### src/rtl/instr_fetch_pkg.sv
// Shared widths, instruction field positions and FSM state encoding for the
// instruction fetch block.
package instr_fetch_pkg;

    localparam int INSTR_W   = 19;
    localparam int OPC_W     = 3;
    localparam int OPND_W    = 8;
    localparam int DEPTH_DEF = 16;
    localparam int AW_DEF    = 4;

    localparam int OPC_MSB   = 18;
    localparam int OPC_LSB   = 16;
    localparam int OPND1_MSB = 15;
    localparam int OPND1_LSB = 8;
    localparam int OPND2_MSB = 7;
    localparam int OPND2_LSB = 0;

    typedef enum logic [1:0] {
        ST_IDLE  = 2'd0,
        ST_FETCH = 2'd1,
        ST_ISSUE = 2'd2,
        ST_DONE  = 2'd3
    } state_e;

endpackage

### src/rtl/instr_fetch_mem.sv
// Program memory: DEPTH x INSTR_W, one write port, one synchronous read port.
// The read register doubles as the instruction register and is the only part reset.
module instr_mem
    import instr_fetch_pkg::*;
#(
    parameter int DEPTH = DEPTH_DEF,
    parameter int AW    = AW_DEF
) (
    input  logic               clk,
    input  logic               rst_n,
    input  logic               we,
    input  logic [AW-1:0]      waddr,
    input  logic [INSTR_W-1:0] wdata,
    input  logic               re,
    input  logic [AW-1:0]      raddr,
    output logic [INSTR_W-1:0] rdata
);

    logic [INSTR_W-1:0] mem [DEPTH];

    always_ff @(posedge clk) begin
        if (we) begin
            mem[waddr] <= wdata;
        end
    end

    // rdata only changes on an enabled read, so it holds the last word issued.
    always_ff @(posedge clk or negedge rst_n) begin
        if (!rst_n) begin
            rdata <= '0;
        end else if (re) begin
            rdata <= mem[raddr];
        end
    end

endmodule

### src/rtl/instr_fetch.sv
// Fetches prog_len words from program memory starting at address 0 and issues
// them to a CPU stage over a valid/ready handshake, one word per two cycles.
module instr_fetch
    import instr_fetch_pkg::*;
#(
    parameter int DEPTH = DEPTH_DEF,
    parameter int AW    = AW_DEF
) (
    input  logic               clk,
    input  logic               rst_n,
    input  logic               load_en,
    input  logic [AW-1:0]      load_addr,
    input  logic [INSTR_W-1:0] load_data,
    input  logic               start,
    input  logic [AW:0]        prog_len,
    input  logic               halt,
    input  logic               instr_ready,
    output logic [INSTR_W-1:0] instruction,
    output logic               instr_valid,
    output logic [AW-1:0]      pc,
    output logic               busy,
    output logic               done,
    output state_e             state
);

    // Handshake: a word transfers on a rising edge where instr_valid and
    // instr_ready are both high; instruction and pc hold while ready is low.

    localparam logic [AW:0] MAX_LEN = DEPTH[AW:0];

    logic [AW:0] len_q;
    logic [AW:0] clamped_len;
    logic        last_word;
    logic        mem_we;
    logic        mem_re;

    assign clamped_len = (prog_len > MAX_LEN) ? MAX_LEN : prog_len;
    assign last_word   = ({1'b0, pc} == (len_q - (AW + 1)'(1)));
    assign mem_we      = load_en && (state == ST_IDLE);
    assign mem_re      = (state == ST_FETCH) && !halt;

    instr_mem #(
        .DEPTH (DEPTH),
        .AW    (AW)
    ) u_mem (
        .clk   (clk),
        .rst_n (rst_n),
        .we    (mem_we),
        .waddr (load_addr),
        .wdata (load_data),
        .re    (mem_re),
        .raddr (pc),
        .rdata (instruction)
    );

    always_ff @(posedge clk or negedge rst_n) begin
        if (!rst_n) begin
            state       <= ST_IDLE;
            pc          <= '0;
            len_q       <= '0;
            instr_valid <= 1'b0;
            busy        <= 1'b0;
            done        <= 1'b0;
        end else if (halt) begin
            // halt overrides start and any handshake on the same edge
            state       <= ST_IDLE;
            instr_valid <= 1'b0;
            busy        <= 1'b0;
            done        <= 1'b0;
        end else begin
            case (state)
                ST_IDLE: begin
                    done <= 1'b0;
                    if (start) begin
                        len_q <= clamped_len;
                        pc    <= '0;
                        busy  <= 1'b1;
                        if (clamped_len != '0) begin
                            state <= ST_FETCH;
                        end else begin
                            state <= ST_DONE;
                            done  <= 1'b1;
                        end
                    end
                end
                ST_FETCH: begin
                    instr_valid <= 1'b1;
                    state       <= ST_ISSUE;
                end
                ST_ISSUE: begin
                    if (instr_ready) begin
                        instr_valid <= 1'b0;
                        if (last_word) begin
                            state <= ST_DONE;
                            done  <= 1'b1;
                        end else begin
                            pc    <= pc + 1'b1;
                            state <= ST_FETCH;
                        end
                    end
                end
                ST_DONE: begin
                    done  <= 1'b0;
                    busy  <= 1'b0;
                    state <= ST_IDLE;
                end
                default: begin
                    state <= ST_IDLE;
                end
            endcase
        end
    end

endmodule

### config.mk
export PLATFORM = sky130hd
export DESIGN_NAME = instr_fetch
export DESIGN_NICKNAME = d
export VERILOG_FILES = /design/src/rtl/instr_fetch_pkg.sv /design/src/rtl/instr_fetch_mem.sv /design/src/rtl/instr_fetch.sv
export SDC_FILE = /design/constraint.sdc
export NUM_CORES = 1
export LEC_CHECK = 0
export ABC_AREA = 1
export CORE_UTILIZATION = 54
export CTS_CLUSTER_DIAMETER = 40
export CTS_CLUSTER_SIZE = 24
export DETAILED_ROUTE_END_ITERATION = 10
export PLACE_DENSITY = 0.75
export SYNTH_ARGS = -nofsm -noshare
export SYNTH_HDL_FRONTEND = slang
export SYNTH_SLANG_ARGS = --single-unit
### constraint.sdc
create_clock -name clk -period 2 [get_ports clk]
set_input_delay 0.6 -clock clk [delete_from_list [all_inputs] [get_ports clk]]
set_output_delay 0.6 -clock clk [all_outputs]
set_load 0.01 [all_outputs]
==> impl_metrics.toml <==
[grt]
grt_pass1_vias = 9336
antenna_found_initial = 0
grt_usage = 0.264
grt_pass1_wl_mm = 51.3
grt_remaining_overflow = 0
grt_max_degree = 62

[power_and_ir_drop]
power_leakage_uw = 0.00639
swShare = 0.240
power_frac_seq = 0.480
power.switching_uw = 4040
p_comb_frac = 0.103
p_clk_frac = 0.417
p_int_uw = 12800
ir_drop_v = 0.000755
power_density_nw_per_um2 = 1010

[critical_path]
r2r_end = "u_mem.rdata[7]"
cp.required_ns = 1.40
critical_path_cell_count = 1
crit_family = "flip-flops"
reg2reg_depth = 9
regToRegSetupSlack_ns = 0.09
cp.arrival_ns = 1.34
r2r-start = "pc[0]"
path_max_fanout = 4
start_kind = "flop"
cp-end-kind = "output pin"
worstSetupStartpoint = "pc[0]"
critPathSlowestCell = "dfrtp_4"
endpoint = "pc[0]"
cp_num_buf_inv = 1
critPathMaxStageDelay_ns = 0.53
path_cells = "dlygate4sd2_1"
critPathKind = "reg -> out"

[outcome]
status = "finished, final reports clean"

[clock_network]
clock_latency_ns = 0.52
cts_buffers = 39
path_clk_slew_ns = 0.06
root_buffer = "clkbuf_16"
clk_path_buf_depth = 3
cts_tree = "done"
clkSinkCount = 337
htree_levels = 2

[floorplanning]
ios = 62
fp.coreArea_um2 = 24500
dieArea_um2 = 25900
die_h_um = 161
die_x_um = 161
rows = 57
start_util = 0.556

[route]
antenna_left = 0
vias = 9431
drt_iter0_drc = 1210
dr.pass1.iters = 5
drc = 0
vias_per_cell = 5.78
finalWirelength_mm = 33.6
wl_per_cell_um = 20.6

[cells_and_area]
area_growth_pct = 21.5
n_fill_cell = 1703
seq_area_um2 = 9960
nets = 1317
stdcell_count = 1632
multi_input_area_um2 = 3240
antenna_cells = 0
final_layout_size_suffix_gt1_frac = 0.139

[placement]
placedCellCount = 1562
post-dp-hpwl_mm = 21.0
dpl_worst_slack_ns = -0.480
routabilityCongestion = 0.912
numPortBuffers = 61

[sta]
max_freq_mhz = 515
tightest_slew_ns = 0.441
setup_viol = 0
slew_headroom = 0.706
layout_min_cycle_time_ns = 1.94
rsz0062_at_grt = "false"
finalHoldViolCount = 0
finalCritPeriodShare = 0.971
slew_viol_final = 0
fin_ws_ns = 0.0580
fin_skew_ns = 0.0223

[synth]
syn_area_um2 = 13700
yosys_warnings = 0
syn-num-nets = 1190
postSynthAreaPerCell_um2 = 11.8
synth-seq-area-share = 0.729
syn_inst = 1154
synth_cell_types = 32
synth_seq_cells = 337

[worst_hold_path]
min_path_type = "in -> async"

[flow_run]
drv_cap = 0
-- layout make-up --
type | instances | area share
clock buffers | 44 | 0.0600
clock inverters | 24 | 0.0175
inverters | 44 | 0.0101
multi-input cells | 711 | 0.196
flip-flops and latches | 337 | 0.601
well taps | 324 | 0.0244
repair buffers | 148 | 0.0916
-- how the worst min path moves through the flow --
| stage | to | from | slack [ns] |
|---|---|---|---|
| finish | u_mem.rdata[0] | rst_n | 0.02 |
| global route | u_mem.rdata[0] | rst_n | 0.02 |
| detailed placement | done | done | 0.46 |
| CTS | u_mem.rdata[0] | rst_n | 0.02 |
| floorplan | busy | rst_n | 0.30 |
| global placement | done | done | 0.46 |
-- timing repair --
item | CTS | global route
setup buffers | 2 | 0
endpoints found under the hold margin | 0 | 0
endpoints found under the setup margin | 115 | 106
hold buffers | 0 | 0
resized for setup | 29 | 7
-- cell families (layout without fill, tap and decap cells) --
logic type               after synthesis  count (layout)  share of synthesized area
adder cells (fa/ha/maj)                2               2                    0.00183
AO/OA/AOI/OAI                        239             239                     0.0948
flip-flops                           337             337                      0.729
buffers and inverters                106             260                     0.0381
AND/OR/NAND/NOR                      468             468                      0.135
XOR/XNOR                               2               2                    0.00128
-- synth_stat cells --
cell type  count  area, um2
a21boi_0      10       75.1
a21boi_1       9       67.6
a21oi_1       61        305
and2_1         1       6.26
buf_1          3       11.3
buf_2         27        135
buf_4          8       60.1
buf_6          7       78.8
clkbuf_1      14       52.6
clkbuf_2       3       15.0
dfrtp_1       33        826
edfxtp_1     304       9130
ha_1           2       25.0
inv_1         41        154
inv_2          2       7.51
inv_4          1       6.26
nand2_1      279       1050
nand2_2        1       6.26
nand3_1       29        145
nand3_2        2       20.0
nand3b_1       1       7.51
nand4_1        1       6.26
nor2_1       149        559
nor2_2         1       6.26
nor3_1         3       15.0
nor4_4         1       21.3
o211ai_1       1       7.51
o21ai_0       97        485
o21ai_1       23        115
o22ai_1       38        238
xnor2_1        1       8.76
xor2_1         1       8.76
-- state kept, by name (all words and copies together) (netlist names) --
name / flops
pc: 4
u_mem.rdata: 19
len_q: 5
instr_valid: 1
u_mem.mem: 304
state: 2
busy: 1
done: 1
-- per-stage QoR --
step	cell area [um2]	TNS, ns	utilization	power [uW]	hold WS, ns
2_1_floorplan	13700	-46.47	-	9100	0.304
3_3_place_gp	15300	-118.15	0.623	9960	0.456
3_5_place_dp	15300	-123.26	0.623	10000	0.458
4_1_cts	16600	0	0.675	16900	0.0163
5_1_grt	16600	0	0.676	17300	0.0225
6_report	16600	0	0.676	16800	0.0163
-- cells in the final DEF (no fill, tap or decap), types with 3 or more instances in the layout --
cell,n
edfxtp_1,304
nand2_1,279
nor2_1,132
o21ai_0,97
buf_4,64
a21oi_1,61
inv_1,41
clkbuf_16,39
o22ai_1,38
clkdlybuf4s50_1,32
dfrtp_1,30
nand3_1,27
dlygate4sd2_1,26
o21ai_1,23
buf_12,23
nor2_2,16
a21boi_1,10
a21boi_0,9
clkbuf_1,5
nand3_2,4
inv_6,4
clkinvlp_4,4
clkinv_2,4
bufinv_16,4
clkinv_4,4
inv_8,3
-- worst reg2reg max path, cell delays in order (launching register included) --
cell and delay, ns:
dfrtp_4 0.53, buf_12 0.21, buf_4 0.29, nand2_1 0.07, a21boi_0 0.17, o21ai_0 0.09
nor2_1 0.17, nand2_1 0.08, nand3_1 0.12, nand2_1 0.07
-- power groups by stage --
stage | clock [uW] | combinational [uW] | sequential (uW)
after detailed placement | 0 | 1810 | 8200
after floorplan | 0 | 841 | 8260
final | 7000 | 1740 | 8060
after global placement | 0 | 1760 | 8200
after global routing | 7360 | 1890 | 8080
after CTS | 7080 | 1730 | 8060
-- metal layers --
| metal | routed length (um) | vias up | track usage |
|---|---|---|---|
| li1 | - | 4294 | - |
| met1 | 12400 | 4508 | 0.336 |
| met2 | 16800 | 524 | 0.441 |
| met3 | 2840 | 105 | 0.0429 |
| met4 | 1550 | 0 | 0.136 |
| met5 | 0 | - | 0 |
No activity file was read; power rests on OpenSTA's default activity.
